$ cat config.mk
export PLATFORM = sky130hd
export DESIGN_NAME = axi_burst_write_master
export DESIGN_NICKNAME = d
export VERILOG_FILES = /design/src/rtl/axi_burst_write_master.sv
export SDC_FILE = /design/constraint.sdc
export NUM_CORES = 1
export LEC_CHECK = 0
export CELL_PAD_IN_SITES_DETAIL_PLACEMENT = 2
export CELL_PAD_IN_SITES_GLOBAL_PLACEMENT = 2
export CORE_AREA = 2 2 159 161
export CTS_BUF_LIST = sky130_fd_sc_hd__clkbuf_8
export CTS_CLUSTER_DIAMETER = 120
export DETAILED_ROUTE_END_ITERATION = 12
export DIE_AREA = 0 0 161 163
export PLACE_DENSITY = 0.91
export SLEW_MARGIN = 0
export SYNTH_ARGS = -nofsm -noshare
export SYNTH_HDL_FRONTEND = slang
export SYNTH_SLANG_ARGS = --single-unit
$ cat constraint.sdc
create_clock -name m_axi_aclk -period 6.8 [get_ports m_axi_aclk]
set_input_delay 2.04 -clock m_axi_aclk [delete_from_list [all_inputs] [get_ports m_axi_aclk]]
set_output_delay 2.04 -clock m_axi_aclk [all_outputs]
set_load 0.01 [all_outputs]
$ cat src/rtl/axi_burst_write_master.sv
// AXI4 write-DMA master: turns a (start address, beat count) command plus a data stream
// into INCR bursts that never cross a 4KB boundary, with several bursts in flight.
module axi_burst_write_master #(
    parameter int unsigned C_M_AXI_ADDR_WIDTH = 32,
    parameter int unsigned C_M_AXI_DATA_WIDTH = 32,
    parameter int unsigned C_MAX_BURST_LEN    = 16,
    parameter int unsigned C_LEN_WIDTH        = 20,
    parameter int unsigned C_MAX_OUTSTANDING  = 4
) (
    input  logic                            m_axi_aclk,
    input  logic                            m_axi_areset,

    input  logic                            cmd_valid,
    output logic                            cmd_ready,
    input  logic [C_M_AXI_ADDR_WIDTH-1:0]   cmd_addr,
    input  logic [C_LEN_WIDTH-1:0]          cmd_beats,

    input  logic                            s_valid,
    output logic                            s_ready,
    input  logic [C_M_AXI_DATA_WIDTH-1:0]   s_data,

    output logic                            done,
    output logic                            error,
    output logic                            busy,

    output logic                            m_axi_awvalid,
    input  logic                            m_axi_awready,
    output logic [C_M_AXI_ADDR_WIDTH-1:0]   m_axi_awaddr,
    output logic [7:0]                      m_axi_awlen,
    output logic [2:0]                      m_axi_awsize,
    output logic [1:0]                      m_axi_awburst,
    output logic [2:0]                      m_axi_awprot,
    output logic [3:0]                      m_axi_awcache,

    output logic                            m_axi_wvalid,
    input  logic                            m_axi_wready,
    output logic [C_M_AXI_DATA_WIDTH-1:0]   m_axi_wdata,
    output logic [C_M_AXI_DATA_WIDTH/8-1:0] m_axi_wstrb,
    output logic                            m_axi_wlast,

    input  logic                            m_axi_bvalid,
    output logic                            m_axi_bready,
    input  logic [1:0]                      m_axi_bresp
);

    localparam int unsigned SizeLog2 = $clog2(C_M_AXI_DATA_WIDTH / 8);
    localparam logic [3:0]  MaxOut   = 4'(C_MAX_OUTSTANDING);

    localparam logic [1:0] StIdle  = 2'd0;
    localparam logic [1:0] StAddr  = 2'd1;
    localparam logic [1:0] StData  = 2'd2;
    localparam logic [1:0] StDrain = 2'd3;

    logic [1:0]                    state_q, state_d;
    logic [C_M_AXI_ADDR_WIDTH-1:0] addr_q;
    logic [C_LEN_WIDTH-1:0]        remaining_q;
    logic [3:0]                    outstanding_q;
    logic [8:0]                    beat_q;
    logic [8:0]                    len_q;
    logic                          error_q;
    logic                          busy_q;
    logic                          done_q;

    logic        cmd_accept;
    logic        aw_fire;
    logic        w_fire;
    logic        b_fire;
    logic        last_beat;
    logic [3:0]  outstanding_after_b;
    logic [12:0] to_boundary;
    logic [8:0]  rem_cap;
    logic [8:0]  burst_len;

    assign cmd_accept = cmd_valid && cmd_ready;
    assign aw_fire    = m_axi_awvalid && m_axi_awready;
    assign w_fire     = m_axi_wvalid && m_axi_wready;
    assign b_fire     = m_axi_bvalid;
    assign last_beat  = (beat_q == len_q - 9'd1);

    // Look through a B arriving this cycle so done trails the final response by one cycle.
    assign outstanding_after_b = outstanding_q - ((b_fire && outstanding_q != 4'd0) ? 4'd1 : 4'd0);

    // Burst length: min(remaining, max burst, beats left before the next 4KB page).
    always_comb begin
        to_boundary = (13'h1000 - {1'b0, addr_q[11:0]}) >> SizeLog2;
        rem_cap     = (remaining_q > C_LEN_WIDTH'(C_MAX_BURST_LEN)) ? 9'(C_MAX_BURST_LEN)
                                                                     : remaining_q[8:0];
        burst_len   = ({4'b0, rem_cap} < to_boundary) ? rem_cap : to_boundary[8:0];
    end

    always_comb begin
        state_d = state_q;
        unique case (state_q)
            StIdle: begin
                if (cmd_accept) begin
                    state_d = (cmd_beats == '0) ? StDrain : StAddr;
                end
            end
            StAddr: begin
                if (aw_fire) begin
                    state_d = StData;
                end
            end
            StData: begin
                if (w_fire && last_beat) begin
                    state_d = (remaining_q == C_LEN_WIDTH'(len_q)) ? StDrain : StAddr;
                end
            end
            StDrain: begin
                if (outstanding_after_b == 4'd0) begin
                    state_d = StIdle;
                end
            end
            default: state_d = StIdle;
        endcase
    end

    always_ff @(posedge m_axi_aclk) begin
        if (m_axi_areset) begin
            state_q       <= StIdle;
            addr_q        <= '0;
            remaining_q   <= '0;
            outstanding_q <= '0;
            beat_q        <= '0;
            len_q         <= '0;
            error_q       <= 1'b0;
            busy_q        <= 1'b0;
            done_q        <= 1'b0;
        end else begin
            state_q <= state_d;
            done_q  <= 1'b0;

            if (cmd_accept) begin
                addr_q      <= cmd_addr;
                remaining_q <= cmd_beats;
                busy_q      <= 1'b1;
            end

            if (aw_fire) begin
                len_q  <= burst_len;
                beat_q <= '0;
            end

            if (w_fire) begin
                if (last_beat) begin
                    beat_q      <= '0;
                    addr_q      <= addr_q + (C_M_AXI_ADDR_WIDTH'(len_q) << SizeLog2);
                    remaining_q <= remaining_q - C_LEN_WIDTH'(len_q);
                end else begin
                    beat_q <= beat_q + 9'd1;
                end
            end

            if (state_q == StDrain && outstanding_after_b == 4'd0) begin
                done_q <= 1'b1;
                busy_q <= 1'b0;
            end

            // A simultaneous AW issue and B retire cancel out.
            if (aw_fire && !b_fire) begin
                outstanding_q <= outstanding_q + 4'd1;
            end else if (!aw_fire && b_fire && outstanding_q != 4'd0) begin
                outstanding_q <= outstanding_q - 4'd1;
            end

            if (cmd_accept) begin
                error_q <= 1'b0;
            end else if (b_fire && m_axi_bresp != 2'b00) begin
                error_q <= 1'b1;
            end
        end
    end

    assign cmd_ready = (state_q == StIdle) && !m_axi_areset;
    assign done      = done_q;
    assign error     = error_q;
    assign busy      = busy_q;

    assign m_axi_awvalid = (state_q == StAddr) && (outstanding_q < MaxOut);
    assign m_axi_awaddr  = addr_q;
    assign m_axi_awlen   = 8'(burst_len - 9'd1);
    assign m_axi_awsize  = 3'(SizeLog2);
    assign m_axi_awburst = 2'b01;
    assign m_axi_awprot  = 3'b000;
    assign m_axi_awcache = 4'b0011;

    assign m_axi_wvalid = (state_q == StData) && s_valid;
    assign s_ready      = (state_q == StData) && m_axi_wready;
    assign m_axi_wdata  = s_data;
    assign m_axi_wstrb  = '1;
    assign m_axi_wlast  = (state_q == StData) && last_beat;

    assign m_axi_bready = 1'b1;

endmodule

## After elaboration in Yosys (flattened, before gate mapping)

Index checks and enable logic that the tools add are counted.

- Logic and storage cells: 80
- Flip-flop bits (word level): 79
- Input bits: 93

- Equal/unequal tests: 9
- Reduce and logical (&&, ||, !) cells: 28
- Magnitude comparators: 3
- $add $sub $neg: 9
- Multiplexer cells: 22

Operators by type and width:

| operator | count |
|---|---|
| $mux 32 | 3 |
| $mux 20 | 3 |
| $mux 9 | 5 |
| $add 32x11->32 | 1 |
| $eq 20x9->1 | 1 |
| $gt 20x5->1 const B | 1 |
| $logic_not 20->1 | 1 |
| $sub 20x9->20 | 1 |
| $logic_and 1x1->1 | 15 |
| $sub 13x12->13 const A | 1 |
| $mux 2 | 6 |
| $lt 9x11->1 | 1 |
| $add 9x1->9 const B | 1 |
| $eq 9x9->1 | 1 |
| $sub 9x1->9 const B | 1 |
| $mux 4 | 2 |
| $ne 2x2->1 const B | 4 |
| $pmux 2 s4 | 1 |
| $sub 8x1->8 const B | 1 |
| $reduce_bool 2->1 | 3 |
| $add 4x1->4 const B | 1 |
| $eq 2x2->1 const B | 2 |
| $logic_not 4->1 | 1 |
| $lt 4x3->1 const B | 1 |
| other kinds (9) | 13 |

## Longest topological paths before layout

- Depth after elaboration: 8
- Gate-level depth with buffers: 19
- Mapped depth without buffers: 18

## Worst setup path before layout

Ideal clock, no wire load.

- Path kind: reg-to-output
- Start: register addr_q[1], in the netlist m_axi_awaddr[1]
- End: output port m_axi_awlen[6]
- Setup slack: 0.481 ns
- Path buffers: 0
- Data arrival time: 4.279 ns
- Stages on the path, launching flop included: 16
- Path through: dfxtp_1 -> nor4_1 -> nor4b_2 -> nand2_1 -> xor2_1 -> inv_1 -> ha_1 -> o21ai_0 -> a21oi_1 -> a2111oi_0 -> nor2_1 -> a32oi_1 -> ha_1 -> o21ai_0 -> or2_2 -> mux2i_1

- Word-level cells in the longest chain between the ends: 4

Ends and longest elaborated chain:

| item | line | RTL |
|---|---|---|
| start, declared | 55 | `logic [C_M_AXI_ADDR_WIDTH-1:0] addr_q;` |
| start signal, assigned | 134 | `addr_q <= cmd_addr;` |
| start signal, assigned | 147 | `addr_q <= addr_q + (C_M_AXI_ADDR_WIDTH'(len_q) << SizeLog2);` |
| $sub 13x12->13 (*) | 85 | `to_boundary = (13'h1000 - {1'b0, addr_q[11:0]}) >> SizeLog2;` |
| $lt 9x11->1 | 88 | `burst_len = ({4'b0, rem_cap} < to_boundary) ? rem_cap : to_boundary[8:0];` |
| $mux 9 (*) | 88 |  |
| $sub 8x1->8 (*) | 181 | `assign m_axi_awlen = 8'(burst_len - 9'd1);` |
| end, declared | 29 | `output logic [7:0] m_axi_awlen,` |

Every way passes the cells marked *; elsewhere a longest branch is shown, timed or not.

## Worst setup path in the final report

- Start: register addr_q[0], in the netlist m_axi_awaddr[0]
- End: output port m_axi_awlen[2]

Same word-level chain as after synthesis.

==> metrics.yaml <==
power:
  swShare_pct: 45.0
  clkPwrFrac_pct: 17.3
  p_comb_share_pct: 52.2
  seqPwrFrac_pct: 30.6
  p_leak_nw: 2.89
  ir_worst_vdd_v: 0.0000819
  p_total_mw: 2.07
  intPower_mw: 1.14
  p_switching_mw: 0.931
  p_per_area_mw_per_mm2: 259
yosys:
  ys_types: 82
  syn_area_per_cell_sq_um: 7.55
  synthCells: 868
  ys_warn_count: 0
  synth_top_area_share_pct: 24.1
  ys_ff_latch: 79
  ys_seq_area_share_pct: 24.1
  synthTopCellsByArea: "dfxtp_1, nand2_1, ha_1, buf_4, nor2_1"
  synth_edf_count: 0
  synthFlopType: "dfxtp_1"
  synth_area_sq_mm: 0.00655
  synthArstFlopShare_pct: 0
  yosys.area.top_type: "dfxtp_1"
clocking:
  root_buffer: "clkbuf_8"
  clock_sinks: 79
  clockBufferDepth: 2
  htree_levels: 3
  clock_latency_ns: 0.40
  numCtsBuffers: 9
  clk_pin_slew_ns: 0.10
  cts_hold_buf: 0
  cts_tree: "yes"
die:
  dieHeight_um: 163
  die_w_um: 161
  initial_core_util_pct: 26.5
  die_area_sq_mm: 0.0262
  io_pins: 190
  core_area_sq_mm: 0.0247
  fp-row-count: 58
routing:
  via_count: 7026
  routed_wl_um: 27400
  first_pass_iters: 8
  wl_per_cell_um: 21.5
  drc: 0
  drt-vias-per-instance: 5.53
  drtIter0Drc: 403
  antenna_left: 0
timing:
  final_hold_viol_count: 0
  setup_viol: 0
  rsz0062_at_grt: "false"
  slew_viol_final: 0
  tns_ns: 0
  fin_crit_sh_pct: 94.9
  slew_headroom_pct: 29.2
  skew_ns: 0.0110
  tightest_slew_ns: 1.06
  period_needed_ns: 6.46
  fmax_ghz: 0.155
finish:
  fillerInstances: 2901
  layout-drive-gt1-share_pct: 8.40
  final_core_util_pct: 32.4
  nets: 1064
  area_growth_pct: 21.9
  instances_no_fill: 1271
  antenna_cells: 0
critical_path:
  crit_slowest_cell: "clkdlybuf4s50_1"
  crit_path_end_kind: "output port"
  worst-r2r-setup-slack_ns: 2.28
  max_stage_delay_ns: 0.58
  path_cells: "nor4_2, buf_4, nand2b_2, nor2_2, xnor2_2, inv_1, ha_1, a21o_1, nand3_1, a21oi_2, o31ai_2, a211o_1, buf_4, buf_4, a21oi_1, xnor2_1, clkdlybuf4s50_1"
  critical_path_arrival_ns: 4.42
  startpoint_type: "flip-flop"
  worstSetupPathType: "flip-flop to output port"
  required_ns: 4.76
  path_max_fanout: 5
  critPathMostFrequentCell: "buf_4"
grt:
  grt_pass1_wl_um: 43500
  antenna_found_initial: 0
  grt-ovfl-total: 0
  grt_pass1_vias: 7627
  grt_max_degree: 74
  track_usage_pct: 20.8
outcome:
  status: "finished, final reports clean"
placed_design:
  place_congestion: 0.873
  io_buffers: 108
  hpwl_um: 20100
  dp.cells: 1251
hold_path:
  min_path_type: "flip-flop to flip-flop"
flow_run:
  drv_cap: 0
area by class of cell:
class	instances	area [sq um]	area share, %
Multi-Input combinational cell	679	4420	55.3
Sequential cell	79	1580	19.8
Timing Repair Buffer	131	1250	15.7
Tap cell	330	413	5.17
Clock buffer	10	138	1.72
Inverter	36	135	1.69
Clock inverter	6	45.0	0.564
power groups by stage:
stage	Sequential [mW]	Combinational (mW)	Clock, mW
2_1_floorplan	0.604	0.670	0
3_3_place_gp	0.629	0.956	0
3_5_place_dp	0.636	1.02	0
4_1_cts	0.628	1.05	0.360
5_1_grt	0.643	1.18	0.379
6_report	0.632	1.08	0.357
per-stage QoR:
stage / instance area (sq um) / hold WS, ns / setup slack, ns
detailed placement: 7670 / 0.491 / 0.110
CTS: 7930 / 0.509 / 0.00949
global placement: 7670 / 0.472 / 0.388
floorplan: 6620 / 0.455 / 0.481
global route: 7980 / 0.539 / 0.0846
finish: 7980 / 0.501 / 0.345
worst paths after layout:
kind / startpoint / end / depth (start not counted)
max: m_axi_awaddr[0] / m_axi_awlen[2] / 17
min: error / error / 2
max reg2reg: len_q[1] / m_axi_awaddr[28] / 9
min reg2reg: error / error / 2
Yosys cell counts (all sizes together) (13+ instances only):
cell type and count:
buf 65, xor2 15, nand4 13, dfxtp 79, nand2 118, nor3 27, o21ai 33, ha 32
and2 13, nor2 73, clkbuf 28, a31oi 14, nor4 21, nand3 26, a211oi 18, o21a 16
xnor2 22, a21oi 36, and3 15, inv 36, a311oi 14
repair_timing:
action	4_1_cts	5_1_grt
endpoints found under the hold margin	0	0
setup buffers	2	2
endpoints found under the setup margin	2	2
pin swaps	2	6
gates resized for setup	11	11
flip-flops by register name (all words and copies together), names as in the netlist:
register,count
state_q,2
len_q,9
m_axi_awaddr,32
remaining_q,20
error,1
outstanding_q,4
done,1
busy,1
beat_q,9
worst max-delay path, delay by kind of cell, from the launching register on:
family	cells	cell delay, ns
adder cells (fa/ha/maj)	1	0.30
flip-flops	1	0.38
buffers and inverters	5	1.12
AO/OA/AOI/OAI	5	1.16
XOR/XNOR	2	0.34
AND/OR/NAND/NOR	4	0.71
cells by family (layout without fill, tap and decap cells):
kind of cell	after synthesis	count (layout)	synth area share (%)
AO/OA/AOI/OAI	215	215	23.4
XOR/XNOR	37	37	4.95
adder cells (fa/ha/maj)	35	35	7.03
buffers and inverters	129	183	10.9
flip-flops	79	79	24.1
multiplexers	12	12	1.93
other	2	21	0.115
AND/OR/NAND/NOR	359	359	27.5
per-layer routing:
layer	up-vias	part of all wire (%)	global-route usage (%)
met3	46	3.9	2.62
met4	0	2.9	8.16
li1	3231	-	-
met1	3561	44	25.7
met5	-	0	0
met2	188	49	36.8
cell usage in the layout (no fill, tap or decap), drive strengths merged, types with 9 or more instances in the layout:
| cell | netlist | final |
|---|---|---|
| dfxtp | 79 | 79 |
| inv | 36 | 37 |
| xnor2 | 22 | 22 |
| nor3 | 27 | 27 |
| or4 | 10 | 10 |
| o21a | 16 | 16 |
| a211oi | 18 | 18 |
| and2 | 13 | 13 |
| conb | 2 | 21 |
| buf | 65 | 24 |
| o311ai | 9 | 9 |
| ha | 32 | 32 |
| xor2 | 15 | 15 |
| nor4 | 21 | 21 |
| nand3 | 26 | 26 |
| and3 | 15 | 15 |
| nor2 | 73 | 73 |
| clkdlybuf4s50 | 0 | 105 |
| clkbuf | 28 | 10 |
| a21oi | 36 | 36 |
| nand4 | 13 | 13 |
| nand2 | 118 | 118 |
| a311oi | 14 | 14 |
| or3 | 10 | 10 |
| a31oi | 14 | 14 |
| o21ai | 33 | 33 |
Power figures use the tool's default switching activity.
